==> src/rtl/gpu_pkg.sv <==
// rtl/gpu_pkg.sv - shared types and defaults for the GPU frame reader
package gpu_pkg;

    localparam int          DEF_IMG_W     = 100;
    localparam int          DEF_IMG_H     = 100;
    localparam logic [15:0] DEF_BASE_ADDR = 16'h0000;

    typedef logic [7:0] pixel_t;

    typedef enum logic [2:0] {
        ST_IDLE,
        ST_ISSUE,
        ST_WAIT,
        ST_CAPTURE,
        ST_DRAIN
    } state_t;

endpackage

==> src/rtl/pixel_fifo.sv <==
// rtl/pixel_fifo.sv - synchronous prefetch FIFO holding {last, pixel} entries
// Head entry is read straight from registered storage so consumers never see the RAM data path.
module pixel_fifo #(
    parameter int WIDTH = 9,
    parameter int DEPTH = 4
) (
    input  logic                       clk_i,
    input  logic                       rst_ni,
    input  logic                       flush_i,
    input  logic                       push_i,
    input  logic [WIDTH-1:0]           wdata_i,
    input  logic                       pop_i,
    output logic [WIDTH-1:0]           rdata_o,
    output logic                       full_o,
    output logic                       empty_o,
    output logic [$clog2(DEPTH+1)-1:0] count_o
);

    localparam int AW = $clog2(DEPTH);
    localparam int CW = $clog2(DEPTH + 1);

    logic [WIDTH-1:0] mem_q [DEPTH];
    logic [AW-1:0]    wr_ptr_q;
    logic [AW-1:0]    rd_ptr_q;
    logic [CW-1:0]    count_q;
    logic [CW-1:0]    count_d;
    logic             do_push;
    logic             do_pop;

    assign full_o  = (count_q == CW'(DEPTH));
    assign empty_o = (count_q == '0);
    assign count_o = count_q;
    assign rdata_o = mem_q[rd_ptr_q];
    assign do_push = push_i && !full_o;
    assign do_pop  = pop_i && !empty_o;

    always_comb begin
        count_d = count_q;
        case ({do_push, do_pop})
            2'b10:   count_d = count_q + CW'(1);
            2'b01:   count_d = count_q - CW'(1);
            default: count_d = count_q;
        endcase
    end

    always_ff @(posedge clk_i or negedge rst_ni) begin
        if (!rst_ni) begin
            wr_ptr_q <= '0;
            rd_ptr_q <= '0;
            count_q  <= '0;
        end else if (flush_i) begin
            wr_ptr_q <= '0;
            rd_ptr_q <= '0;
            count_q  <= '0;
        end else begin
            if (do_push) wr_ptr_q <= wr_ptr_q + AW'(1);
            if (do_pop)  rd_ptr_q <= rd_ptr_q + AW'(1);
            count_q <= count_d;
        end
    end

    always_ff @(posedge clk_i) begin
        if (do_push) mem_q[wr_ptr_q] <= wdata_i;
    end

endmodule

==> src/rtl/gpu_frame_reader.sv <==
// rtl/gpu_frame_reader.sv - walks one image frame over the GPU read port and streams pixels
// One read in flight at a time; the prefetch FIFO absorbs consumer backpressure.
module gpu_frame_reader
    import gpu_pkg::*;
#(
    parameter int          IMG_W      = DEF_IMG_W,
    parameter int          IMG_H      = DEF_IMG_H,
    parameter logic [15:0] BASE_ADDR  = DEF_BASE_ADDR,
    parameter int          RD_LATENCY = 1,
    parameter int          FIFO_DEPTH = 4
) (
    input  logic        clk,
    input  logic        rst,
    input  logic        start,
    input  logic        abort,
    input  logic        src_sel,
    output logic [15:0] gpu_address,
    input  logic [31:0] gpu_data,
    input  logic [31:0] gpu_data_rom,
    output pixel_t      pix_data,
    output logic        pix_valid,
    input  logic        pix_ready,
    output logic        pix_last,
    output logic        busy,
    output logic        frame_done
);

    localparam int NPIX = IMG_W * IMG_H;
    localparam int CW   = $clog2(NPIX + 1);
    localparam int WCW  = (RD_LATENCY > 1) ? $clog2(RD_LATENCY) : 1;
    localparam int FCW  = $clog2(FIFO_DEPTH + 1);
    localparam logic [CW-1:0]  LAST_IDX = CW'(NPIX - 1);
    localparam logic [WCW-1:0] WAIT_END = WCW'(RD_LATENCY - 2);

    state_t         state_q, state_d;
    logic [15:0]    addr_q, addr_d;
    logic [CW-1:0]  fetch_q, fetch_d;
    logic [WCW-1:0] wait_q, wait_d;
    logic           src_q, src_d;
    logic           done_q, done_d;

    logic           fifo_push, fifo_pop, fifo_flush;
    logic           fifo_full, fifo_empty;
    logic [FCW-1:0] fifo_count;
    logic [8:0]     fifo_wdata, fifo_rdata;
    pixel_t         word_px;
    logic           unused_hi;

    assign unused_hi  = ^{gpu_data[31:8], gpu_data_rom[31:8]};
    assign word_px    = src_q ? gpu_data_rom[7:0] : gpu_data[7:0];
    assign fifo_wdata = {fetch_q == LAST_IDX, word_px};
    assign fifo_pop   = pix_ready && !fifo_empty;

    pixel_fifo #(
        .WIDTH (9),
        .DEPTH (FIFO_DEPTH)
    ) u_fifo (
        .clk_i   (clk),
        .rst_ni  (rst),
        .flush_i (fifo_flush),
        .push_i  (fifo_push),
        .wdata_i (fifo_wdata),
        .pop_i   (fifo_pop),
        .rdata_o (fifo_rdata),
        .full_o  (fifo_full),
        .empty_o (fifo_empty),
        .count_o (fifo_count)
    );

    always_comb begin
        state_d    = state_q;
        addr_d     = addr_q;
        fetch_d    = fetch_q;
        wait_d     = wait_q;
        src_d      = src_q;
        done_d     = 1'b0;
        fifo_push  = 1'b0;
        fifo_flush = 1'b0;
        if (abort) begin
            state_d    = ST_IDLE;
            fetch_d    = '0;
            wait_d     = '0;
            fifo_flush = 1'b1;
        end else begin
            case (state_q)
                ST_IDLE: begin
                    if (start) begin
                        src_d   = src_sel;
                        addr_d  = BASE_ADDR;
                        fetch_d = '0;
                        wait_d  = '0;
                        state_d = ST_ISSUE;
                    end
                end
                ST_ISSUE: begin
                    if (fifo_count != FCW'(FIFO_DEPTH))
                        state_d = (RD_LATENCY > 1) ? ST_WAIT : ST_CAPTURE;
                end
                ST_WAIT: begin
                    if (wait_q == WAIT_END) begin
                        wait_d  = '0;
                        state_d = ST_CAPTURE;
                    end else begin
                        wait_d = wait_q + WCW'(1);
                    end
                end
                ST_CAPTURE: begin
                    fifo_push = !fifo_full;
                    fetch_d   = fetch_q + CW'(1);
                    // Address stays on the final word so IDLE shows the last one read.
                    if (fetch_q == LAST_IDX) begin
                        state_d = ST_DRAIN;
                    end else begin
                        addr_d  = addr_q + 16'd1;
                        state_d = ST_ISSUE;
                    end
                end
                ST_DRAIN: begin
                    if (fifo_pop && fifo_rdata[8]) begin
                        done_d  = 1'b1;
                        state_d = ST_IDLE;
                    end
                end
                default: state_d = ST_IDLE;
            endcase
        end
    end

    always_ff @(posedge clk or negedge rst) begin
        if (!rst) begin
            state_q <= ST_IDLE;
            addr_q  <= BASE_ADDR;
            fetch_q <= '0;
            wait_q  <= '0;
            src_q   <= 1'b0;
            done_q  <= 1'b0;
        end else begin
            state_q <= state_d;
            addr_q  <= addr_d;
            fetch_q <= fetch_d;
            wait_q  <= wait_d;
            src_q   <= src_d;
            done_q  <= done_d;
        end
    end

    assign gpu_address = addr_q;
    assign pix_valid   = !fifo_empty;
    assign pix_data    = fifo_empty ? 8'h00 : fifo_rdata[7:0];
    assign pix_last    = !fifo_empty && fifo_rdata[8];
    assign busy        = (state_q != ST_IDLE);
    assign frame_done  = done_q;

endmodule
==> config.mk <==
export PLATFORM = sky130hd
export DESIGN_NAME = gpu_frame_reader
export DESIGN_NICKNAME = d
export VERILOG_FILES = /design/src/rtl/gpu_pkg.sv /design/src/rtl/pixel_fifo.sv /design/src/rtl/gpu_frame_reader.sv
export SDC_FILE = /design/constraint.sdc
export NUM_CORES = 1
export LEC_CHECK = 0
export ABC_AREA = 1
export CORE_MARGIN = 10
export CORE_UTILIZATION = 40
export DETAILED_ROUTE_END_ITERATION = 8
export HOLD_SLACK_MARGIN = 0.02
export PLACE_DENSITY_LB_ADDON = 0.05
export SYNTH_ARGS = -nofsm -noshare
export SYNTH_HDL_FRONTEND = slang
export SYNTH_SLANG_ARGS = --single-unit
==> constraint.sdc <==
create_clock -name clk -period 3.7 [get_ports clk]
set_input_delay 0.74 -clock clk [delete_from_list [all_inputs] [get_ports clk]]
set_output_delay 0.74 -clock clk [all_outputs]
set_load 0.005 [all_outputs]
# Yosys cells after proc, flatten, opt, wreduce, memory -nomap -nowiden
# Memory sizes are Yosys's and may differ from the RTL's.
# Index checks and enable logic that the tools add are counted.
# word_totals
input_bits,70
word_cells,87
out_inout_bits,28
ram_bits,36
reg_bits,43
mem_count,1
# mem_list
memory,depth,word_bits,rd,rd_ports_with_merged_regs,wr,line,text
u_fifo.mem_q,4,9,1,0,1,pixel_fifo.sv:22,logic [WIDTH-1:0] mem_q [DEPTH];
# classes
bitwise_logic,1
add_sub_neg,7
eq_ne,15
reduce_logical,21
mux,33
# op_table
op,n
2-to-1 mux 16 bit,2
case mux 16 bit (2 select lines),1
2-to-1 mux 14 bit,2
case mux 14 bit (2 select lines),1
2-to-1 mux 3 bit,7
adder 16 x 1 -> 16 bit (second input constant),1
2-to-1 mux 8 bit,2
inequality test 3 bit (second input constant),5
case mux 3 bit (5 select lines),1
adder 14 x 1 -> 14 bit (second input constant),1
equality test 14 bit (second input constant),1
nonzero test 3 bit,4
2-to-1 mux 1 bit,11
2-to-1 mux 2 bit,4
AND reduction 4 bit,2
equality test 3 x 2 -> 1 bit (second input constant),2
equality test 3 bit (second input constant),2
logical NOT 3 bit,2
case mux 3 bit (2 select lines),1
nonzero test 2 bit,3
logical AND 1 bit,5
adder 2 x 1 -> 2 bit (second input constant),2
inequality test 2 bit (second input constant),2
AND reduction 2 bit,2
10 further kinds,11

# Logic depth before layout (Yosys ltp)
# Gate-level depths: netlist of run 1.
# depth
word_depth,8
depth_mapped,13
depth_no_buf,13

# Modules after synthesis
# A second synthesis of run 1 with hierarchy kept.
# unflattened
cells_unflattened,515
area_unflattened_um2,4290.4
# modules_own_cells
mod,n_inst,seq_area_each_um2,cells_per_inst,area_per_inst_um2
gpu_frame_reader,1,900.9,361,2437.3
pixel_fifo,1,1256.2,154,1853.0

# Least setup slack after synthesis of run 1
# No wires, ideal clock.
# synth_timing
path_kind,input -> register
startpoint,input port abort
endpoint,"register u_fifo.count_q[2], in the netlist u_fifo.count_o[2]"
setup_time_ns,0.065
path_stages,12
required_ns,3.635
t_arrival_ns,2.079
slack_ns,1.556
path_buffers,0
cell_sequence,nor2_1 > nand2_1 > clkinv_2 > nand2_2 > nand2_2 > inv_1 > fa_1 > xor2_1 > nand3b_1 > nand2_1 > nand3_1 > nand2_1
# synth_between
elab_chain_len,5
word_cells_on_any_way,8
classes_between,eq/ne: 2; mux: 4; reduce/logical: 2
# synth_rtl
element,line,text
from (decl),gpu_frame_reader.sv:15,"input logic abort,"
2-to-1 mux 1 bit,gpu_frame_reader.sv:79,if (abort) begin
logical AND 1 bit,pixel_fifo.sv:34,assign do_push = push_i && !full_o;
equality test 2 x 1 -> 1 bit or equality test 2 bit (tied branches),pixel_fifo.sv:39,"case ({do_push, do_pop})"
case mux 3 bit (2 select lines),pixel_fifo.sv:39,
2-to-1 mux 3 bit,pixel_fifo.sv:51,end else if (flush_i) begin
to (signal assigned),pixel_fifo.sv:58,count_q <= count_d;
to (decl),pixel_fifo.sv:25,logic [CW-1:0] count_q;
# Several ways; a longest one is shown, not always the timed one.
# A chain may end at the register's enable or synchronous reset.

# Final worst setup path of run 1
# layout_timing
startpoint,register u_fifo.rd_ptr_q[0]
endpoint,output port pix_last
# layout_between
elab_chain_len,2
# layout_rtl
element,line,text
from (decl),pixel_fifo.sv:24,logic [AW-1:0] rd_ptr_q;
from (signal assigned),pixel_fifo.sv:57,if (do_pop) rd_ptr_q <= rd_ptr_q + AW'(1);
memory read (4 x 9 bit),--,
logical AND 1 bit,gpu_frame_reader.sv:150,assign pix_last = !fifo_empty && fifo_rdata[8];
to (decl),gpu_frame_reader.sv:23,"output logic pix_last,"
# No other way between the ends.

==> flow_summary.ini, run 1 <==
[layout]
drive_above_1_share_pct = 11.79
final_util_pct = 49.05
stdcell_area_um2 = 5086
mostFrequentLayoutCells = nand2_1 (119), nor2_1 (75), clkdlybuf4s50_1 (48)
area_growth_pct = 18.72
num_antenna_cells = 0
layout_commonest_cell = nand2_1
fin_nets = 632

[sta]
drv_slew = 0
period_needed_ns = 3.048
finClkSkew_ns = 0.01576
setup_viol = 0
fin_setup_tns_ns = 0
finalCritPeriodShare_pct = 82.39
finalHoldViolCount = 0
max_slew_margin_pct = 33.38
rsz0062_at_grt = no
max_freq_mhz = 328.0
worst_pin_slew_ns = 0.9994

[critical_path]
worstSetupPathType = flip-flop to output pin
start_kind = flip-flop
worst_r2r_startpoint = state_q[0]$_DFFE_PN0P_
crit_path_frequent_cell = nand2_1
critical_path_arrival_ns = 2.31
r2r_end = u_fifo.count_o[2]$_DFFE_PN0P_
critical_path.slowest_cell = dfrtp_1
r2r_slack_ns = 1.56
endpoint_kind = output pin
max_stage_delay_ns = 0.82
crit_fanout = 20
cp_cell_sequence = inv_2, nand2_1, nand3_1, nand2_1, nor2_1, clkdlybuf4s50_1
reg2reg_depth = 13
critical_path_required_ns = 2.96

[synthesis]
synth_top_family_by_area = simple AND/OR/NAND/NOR gates
synth.cell_area_um2 = 4284
synthDistinctLibCells = 35
synth_edf_count = 36
yosysSeqAreaShare_pct = 50.35
synthFlopType = dfrtp_1
syn_inst = 504
avgSynthCellArea_um2 = 8.500
synth_seq_cells = 79
yosys.area_share.adder_pct = 2.220
synth_compound_area_share_pct = 9.813
yosysWarnings = 0
synthMuxAreaShare_pct = 2.103
yosys.area_share.simple_pct = 28.10
synth_xor_area_share_pct = 1.022
synth_nets = 581
synthArstFlopShare_pct = 54.43

[global_routing]
grt_pass1_vias = 3412
grt_usage_pct = 13.48
antenna_found_initial = 0
grt.overflow.total = 0
grt_first_pass_wirelength_mm = 16.57
grt_max_degree = 44

[floorplan]
core-area_um2 = 10370
die-area_um2 = 15250
core.rowCount = 37
start_util_pct = 41.31
die_h_um = 123.5
num_io_pins = 98
die_w_um = 123.5

[power]
leakage_nw = 2.009
vdd_drop_max_uv = 165.3
p_per_area_nw_per_um2 = 421.9
fin_total_pwr_mw = 2.146

[cts]
cts.sinks = 79
path_clk_slew_ns = 0.08
cts_made_buffers = 9
clock_latency_ns = 0.35
post_cts_resized = 0
cts_root_buffer = clkbuf_8
post_cts_buffers = 0
htreeDepth = 3
tritoncts = built
cts_buffer_depth = 2
ctsHoldBuffers = 0

[route]
viasPerCell = 4.991
firstDrtPassIters = 4
drtIter0Drc = 194
num_vias = 3474
antenna_left = 0
post_drt_wl_per_cell_um = 14.30
wl_mm = 9.953
drc = 0

[worst_hold_path]
hp-class = flip-flop to flip-flop
hold-path-endpoint = fetch_q[1]$_DFFE_PN0P_
min_from = fetch_q[1]$_DFFE_PN0P_
hold_depth = 1

[placement]
placed_area_um2 = 4890
port_buffers = 49
gp_congestion = 0.8422
dp_hpwl_mm = 6.922

[status]
status = finished clean

[flow_run]
max-cap-violations = 0
[cells in the mapped netlist, types with 7 or more instances]
cell type | n | share of area, %
buf_2 | 7 | 0.82
mux2_2 | 8 | 2.1
a21oi_1 | 20 | 2.3
nand4_1 | 17 | 2.5
dfrtp_1 | 43 | 25
edfxtp_1 | 36 | 25
inv_1 | 41 | 3.6
o21ai_0 | 29 | 3.4
o21ai_2 | 14 | 2.9
nand2_1 | 119 | 10
nand3_1 | 36 | 4.2
nor2_1 | 75 | 6.6
[state kept, by name, indices dropped and copies added, names as in the netlist]
name and cells:
state_q 3, gpu_address 16, src_q 1, frame_done 1, u_fifo.count_o 3, u_fifo.rd_ptr_q 2
u_fifo.wr_ptr_q 2, u_fifo.mem_q 36, fetch_q 14, wait_q 1
[kinds of logic (layout without fill, tap and decap cells)]
group,after synthesis,count (layout)
multiplexers,8,8
buffers and inverters,63,119
adder cells (fa/ha/maj),7,7
AO/OA/AOI/OAI,70,70
AND/OR/NAND/NOR,272,272
XOR/XNOR,5,5
flip-flops,79,79
[where the power goes]
part / internal [mW] / switching (mW)
logic: 0.185 / 0.265
registers: 0.989 / 0.0755
clock network: 0.312 / 0.320
[through the flow]
| stage | cells | worst slack (ns) | hold slack (ns) |
|---|---|---|---|
| 3_5_place_dp | 680 | 0.8821 | 0.5163 |
| 4_1_cts | 696 | 0.6396 | 0.5400 |
| 5_1_grt | 696 | 0.4911 | 0.5555 |
| 6_report | 696 | 0.6517 | 0.5397 |
| 2_1_floorplan | 504 | 1.556 | 0.4444 |
| 3_3_place_gp | 680 | 0.8920 | 0.5116 |
[worst max-delay path by stage]
stage,from,endpoint,slack (ns),cells after the start
2_1_floorplan,abort,u_fifo.count_o[2]$_DFFE_PN0P_,1.56,12
3_3_place_gp,abort,u_fifo.count_o[2]$_DFFE_PN0P_,0.89,13
3_5_place_dp,abort,u_fifo.count_o[2]$_DFFE_PN0P_,0.88,13
4_1_cts,u_fifo.rd_ptr_q[1]$_DFFE_PN0P_,pix_data[3],0.64,5
5_1_grt,u_fifo.rd_ptr_q[0]$_DFFE_PN0P_,pix_last,0.49,6
6_report,u_fifo.rd_ptr_q[0]$_DFFE_PN0P_,pix_last,0.65,6
[worst max-delay path: cells and delay by family (launching register included)]
kind	cells	cell delay, ns
flip-flops	1	0.82
AND/OR/NAND/NOR	4	0.38
buffers and inverters	2	0.76
[layer usage]
layer / GRT usage, % / routed length [um] / vias up
li1: - / - / 1773
met1: 15.91 / 4429 / 1625
met2: 23.40 / 4763 / 68
met3: 3.829 / 669 / 8
met4: 3.785 / 89 / 0
met5: 0 / 0 / -
[cell type report]
cell class / instances / area [um^2]
clock buffer: 9 / 123.9
clock inverter: 7 / 72.57
fill: 1009 / 5284
inverter: 49 / 186.4
multi-input combinational: 362 / 1853
sequential: 79 / 2157
tap: 136 / 170.2
timing repair buffer: 54 / 523.0
Power figures use the tool's default switching activity.
==> inputs of run 2 (changes only) <==
- clock period: 3.7 -> 2.8 ns (I/O delays scaled with it)
==> run 2 against run 1 <==
Effect of this change:
- global-route usage rose by 0.24 points
- power increased by 35%
- clock skew is 0.0017 ns lower
- critical path depth decreased by 1
- hold slack got worse by 0.33 ns
- non-clock buffer count grew 5
- design area increased by 1.1%
- register-to-register slack got worse by 0.88 ns
- sequential cell count did not move
- largest power group unchanged
- highest routed layer unchanged
==> flow_summary.ini, run 2 (synthesis results as in run 1) <==
[global_routing]
grt_usage_pct = 13.72
grt.overflow.total = 0
antenna_found_initial = 0
grt.busiest_layer = met2
grt_first_pass_wirelength_mm = 16.72
grt_use_met2_pct = 22.40
grt_max_degree = 32
met1_usage_pct = 17.28
grt_pass1_vias = 3415
global_route.usage.met3_pct = 3.783

[critical_path]
crit_fanout = 9
max_stage_delay_ns = 0.54
worstSetupPathType = flip-flop to output pin
critical_path_required_ns = 2.24
start_kind = flip-flop
critical_path_arrival_ns = 2.05
endpoint_kind = output pin
critical_path.slowest_cell = clkdlybuf4s50_1
cp_cell_sequence = nor2_1, nand2_1, clkinvlp_4, a21oi_1, clkdlybuf4s50_1

[layout]
largest_register_ffs = 36
stdcell_area_um2 = 5140
layout_commonest_cell = nand2_1
drive_above_1_share_pct = 12.92
num_antenna_cells = 0
num-fill-cells = 1006
area_growth_pct = 19.98
regMostFlops = u_fifo.mem_q
mostFrequentLayoutCells = nand2_1 (119), nor2_1 (75), clkdlybuf4s50_1 (48)
fin_nets = 637

[sta]
rsz0062_at_grt = no
finalHoldViolCount = 0
finClkSkew_ns = 0.01402
hold_ws_ns = 0.2087
period_needed_ns = 2.605
max_freq_mhz = 383.9
worst_slack_ns = 0.1950
setup_viol = 0
max_slew_margin_pct = 59.49
fin_setup_tns_ns = 0
drv_slew = 0
worst_pin_slew_ns = 0.6076
finalCritPeriodShare_pct = 93.04

[cts]
cts_buffer_depth = 2
post_cts_buffers = 0
clock_latency_ns = 0.36
cts_root_buffer = clkbuf_8
ctsHoldBuffers = 0
cts.sinks = 79
cts_made_buffers = 9
tritoncts = built
path_clk_slew_ns = 0.09
htreeDepth = 3

[floorplan]
core.rowCount = 37
num_io_pins = 98
core-area_um2 = 10370
start_util_pct = 41.31
die-area_um2 = 15250
die_w_um = 123.5
die_h_um = 123.5

[placement]
dp_hpwl_mm = 7.045
gp_congestion = 0.8413
port_buffers = 49
place_ws_ns = 0.1789
placed_area_um2 = 4927

[route]
viasPerCell = 4.950
post_drt_wl_per_cell_um = 14.21
wl_mm = 9.961
drc = 0
num_vias = 3470
antenna_left = 0
drtIter0Drc = 202
firstDrtPassIters = 4

[status]
status = finished clean

[power]
leakage_nw = 2.042
fin_total_pwr_mw = 2.902
vdd_drop_max_uv = 309.3
p_per_area_nw_per_um2 = 564.6

[worst_hold_path]
hp-class = input pin to asynchronous set/reset pin

[flow_run]
max-cap-violations = 0
## run 2: layout make-up
class / instances / area (um^2) / area share [%]
clock buffers: 9 / 123.9 / 2.410
flip-flops and latches: 79 / 2158 / 41.99
inverters: 49 / 192.7 / 3.749
well taps: 136 / 170.2 / 3.311
repair buffers: 59 / 560.5 / 10.91
clock inverters: 7 / 81.33 / 1.582
multi-input cells: 362 / 1853 / 36.05
## run 2: timing repair
action | 4_1_cts | 5_1_grt
hold endpoints to repair | 0 | 0
endpoints found under the setup margin | 5 | 9
gates resized for setup | 1 | 2
pin swaps | 0 | 0
cloned | 0 | 0
## run 2: where the power goes
part	total (mW)	internal (mW)	switching (mW)
sequential	1.40	1.31	0.0970
combinational	0.606	0.252	0.354
clock	0.892	0.428	0.464
total	2.90	1.99	0.915
## run 2: final timing paths
| path | startpoint | endpoint | slack [ns] | depth (start not counted) |
|---|---|---|---|---|
| min in group clk | fetch_q[1]$_DFFE_PN0P_ | fetch_q[1]$_DFFE_PN0P_ | 0.54 | 1 |
| worst max-delay path | u_fifo.count_o[0]$_DFFE_PN0P_ | pix_data[3] | 0.19 | 5 |
| worst max register to register | state_q[0]$_DFFE_PN0P_ | u_fifo.count_o[2]$_DFFE_PN0P_ | 0.68 | 13 |
| max in group asynchronous | rst | fetch_q[13]$_DFFE_PN0P_ | 2.01 | 2 |
| worst min register to register | fetch_q[1]$_DFFE_PN0P_ | fetch_q[1]$_DFFE_PN0P_ | 0.54 | 1 |
| worst min-delay path | rst | u_fifo.rd_ptr_q[1]$_DFFE_PN0P_ | 0.21 | 1 |
## run 2: routing by layer
layer,wire (um),vias up
met4,87,0
met3,484,9
met1,4665,1620
met5,0,-
li1,-,1793
met2,4723,48
## run 2: critical path: cells and delay by family, from the launching register on
| family | cells | cell delay, ns |
|---|---|---|
| flip-flops | 1 | 0.42 |
| AO/OA/AOI/OAI | 1 | 0.24 |
| AND/OR/NAND/NOR | 2 | 0.25 |
| buffers and inverters | 2 | 0.78 |
## run 2: per-stage QoR
step                instances  util, %
floorplan                 504        -
global placement          685    47.51
detailed placement        685    47.51
finish                    701    49.57
global route              701    49.57
CTS                       701    49.52
==> inputs of run 3 (changes only) <==
- RECOVER_POWER: default -> 100
==> run 3 against run 2 <==
Effect of this change:
- sequential cell count did not move
- power fell by 1.6%
- clock-buffer cell count did not move
- clock power barely moved
- via count fell by 0.14%
- routed wire length rose by 0.69%
==> flow_summary.ini, run 3 (synthesis results as in run 1) <==
[placement]
port_buffers = 49
gp_congestion = 0.8413
place_ws_ns = 0.1789
placed_area_um2 = 4927
dp_hpwl_mm = 7.045

[layout]
regMostFlops = u_fifo.mem_q
fin_nets = 637
num_antenna_cells = 0
mostFrequentLayoutCells = nand2_1 (120), nor2_1 (79), inv_1 (42), dfrtp_1 (42), o21ai_0 (41)
area_growth_pct = 17.52
largest_register_ffs = 36
drive_above_1_share_pct = 6.726
layout_commonest_cell = nand2_1
stdcell_area_um2 = 5035
num-fill-cells = 1044

[sta]
finalCritPeriodShare_pct = 94.83
worst_pin_slew_ns = 1.455
setup_viol = 0
period_needed_ns = 2.655
max_slew_margin_pct = 2.987
worst_slack_ns = 0.1447
fin_setup_tns_ns = 0
rsz0062_at_grt = no
max_freq_mhz = 376.6
finalHoldViolCount = 0
finClkSkew_ns = 0.01443
drv_slew = 0

[route]
firstDrtPassIters = 4
wl_mm = 10.03
viasPerCell = 4.943
drc = 0
antenna_left = 0
drtIter0Drc = 220
post_drt_wl_per_cell_um = 14.31
num_vias = 3465

[power]
p_clk_share_pct = 31.4
vdd_drop_max_uv = 313.3
leakage_nw = 2.071
p_seq_share_pct = 49.2
p_per_area_nw_per_um2 = 566.9
fin_total_pwr_mw = 2.854
p_switching_mw = 0.9034
p_comb_share_pct = 19.5
p_sw_share_pct = 31.65
internal_power_mw = 1.951

[critical_path]
max_stage_delay_ns = 0.60
crit_fanout = 9
endpoint_kind = output pin
worst_r2r_startpoint = state_q[0]$_DFFE_PN0P_
critical_path.slowest_cell = dlygate4sd3_1
r2r_slack_ns = 0.45
reg2reg_depth = 13
cp_cell_sequence = nor2_1, nand2_1, clkinvlp_4, a21oi_1, dlygate4sd3_1
critical_path_required_ns = 2.24
critical_path_arrival_ns = 2.10
worstSetupPathType = flip-flop to output pin
r2r_end = u_fifo.count_o[2]$_DFFE_PN0P_
start_kind = flip-flop

[cts]
htreeDepth = 3
post_cts_buffers = 0
clock_latency_ns = 0.36
path_clk_slew_ns = 0.09
cts.sinks = 79
cts_root_buffer = clkbuf_8
cts_made_buffers = 9
tritoncts = built
cts_buffer_depth = 2

[floorplan]
core-area_um2 = 10370
start_util_pct = 41.31
num_io_pins = 98
die-area_um2 = 15250
core.rowCount = 37
die_h_um = 123.5
die_w_um = 123.5

[status]
status = finished clean

[global_routing]
grt.overflow.total = 0
grt_first_pass_wirelength_mm = 16.72
grt_usage_pct = 13.72
grt_max_degree = 32
antenna_found_initial = 0
grt_pass1_vias = 3415

[worst_hold_path]
hp-class = input pin to asynchronous set/reset pin

[flow_run]
max-cap-violations = 0
-- run 3: timing repair --
item / 4_1_cts / 5_1_grt
setup endpoints to repair: 5 / 9
hold endpoints to repair: 0 / 0
resized for setup: 1 / 2
hold buffers: 0 / 0
-- run 3: per-layer routing --
layer  vias up  global-route usage [%]  wire (um)
li1       1791                       -          -
met2        51                   22.40       4747
met3         9                   3.783        525
met1      1614                   17.28       4666
met5         -                       0          0
met4         0                   4.367         90
-- run 3: layout make-up --
| class | instances | area [um^2] | area share (%) |
|---|---|---|---|
| Clock buffer | 9 | 123.9 | 2.460 |
| Clock inverter | 7 | 81.33 | 1.615 |
| Inverter | 49 | 192.7 | 3.827 |
| Multi-Input combinational cell | 362 | 1779 | 35.34 |
| Sequential cell | 79 | 2158 | 42.87 |
| Tap cell | 136 | 170.2 | 3.380 |
| Timing Repair Buffer | 59 | 529.3 | 10.51 |
-- run 3: critical path: cells and delay by family, from the launching register on --
kind            cells  cell delay (ns)
compound gates      1             0.24
buf+inv             2             0.84
simple gates        2             0.24
flops               1             0.42
-- run 3: power groups by stage --
stage                     Clock [mW]  Combinational [mW]  Sequential, mW
after floorplan                    0               0.433            1.37
after global routing           0.963               0.635            1.42
after detailed placement           0               0.611            1.43
final                          0.895               0.556            1.40
after CTS                      0.924               0.615            1.41
after global placement             0               0.606            1.43
-- run 3: how the worst max path moves through the flow --
stage	startpoint	end	slack, ns
final	u_fifo.count_o[0]$_DFFE_PN0P_	pix_data[3]	0.14
after global routing	u_fifo.rd_ptr_q[0]$_DFFE_PN0P_	pix_last	0.02
after CTS	u_fifo.rd_ptr_q[0]$_DFFE_PN0P_	pix_data[1]	0.02
after detailed placement	abort	u_fifo.count_o[2]$_DFFE_PN0P_	0.18
after global placement	abort	u_fifo.count_o[2]$_DFFE_PN0P_	0.19
after floorplan	abort	u_fifo.count_o[2]$_DFFE_PN0P_	0.84
-- run 3: through the flow --
| step | std cells | hold slack (ns) | util, % |
|---|---|---|---|
| CTS | 701 | 0.2165 | 49.52 |
| floorplan | 504 | 0.2644 | - |
| finish | 701 | 0.5360 | 48.55 |
| detailed placement | 685 | 0.5179 | 47.51 |
| global route | 701 | 0.5661 | 48.55 |
| global placement | 685 | 0.5130 | 47.51 |
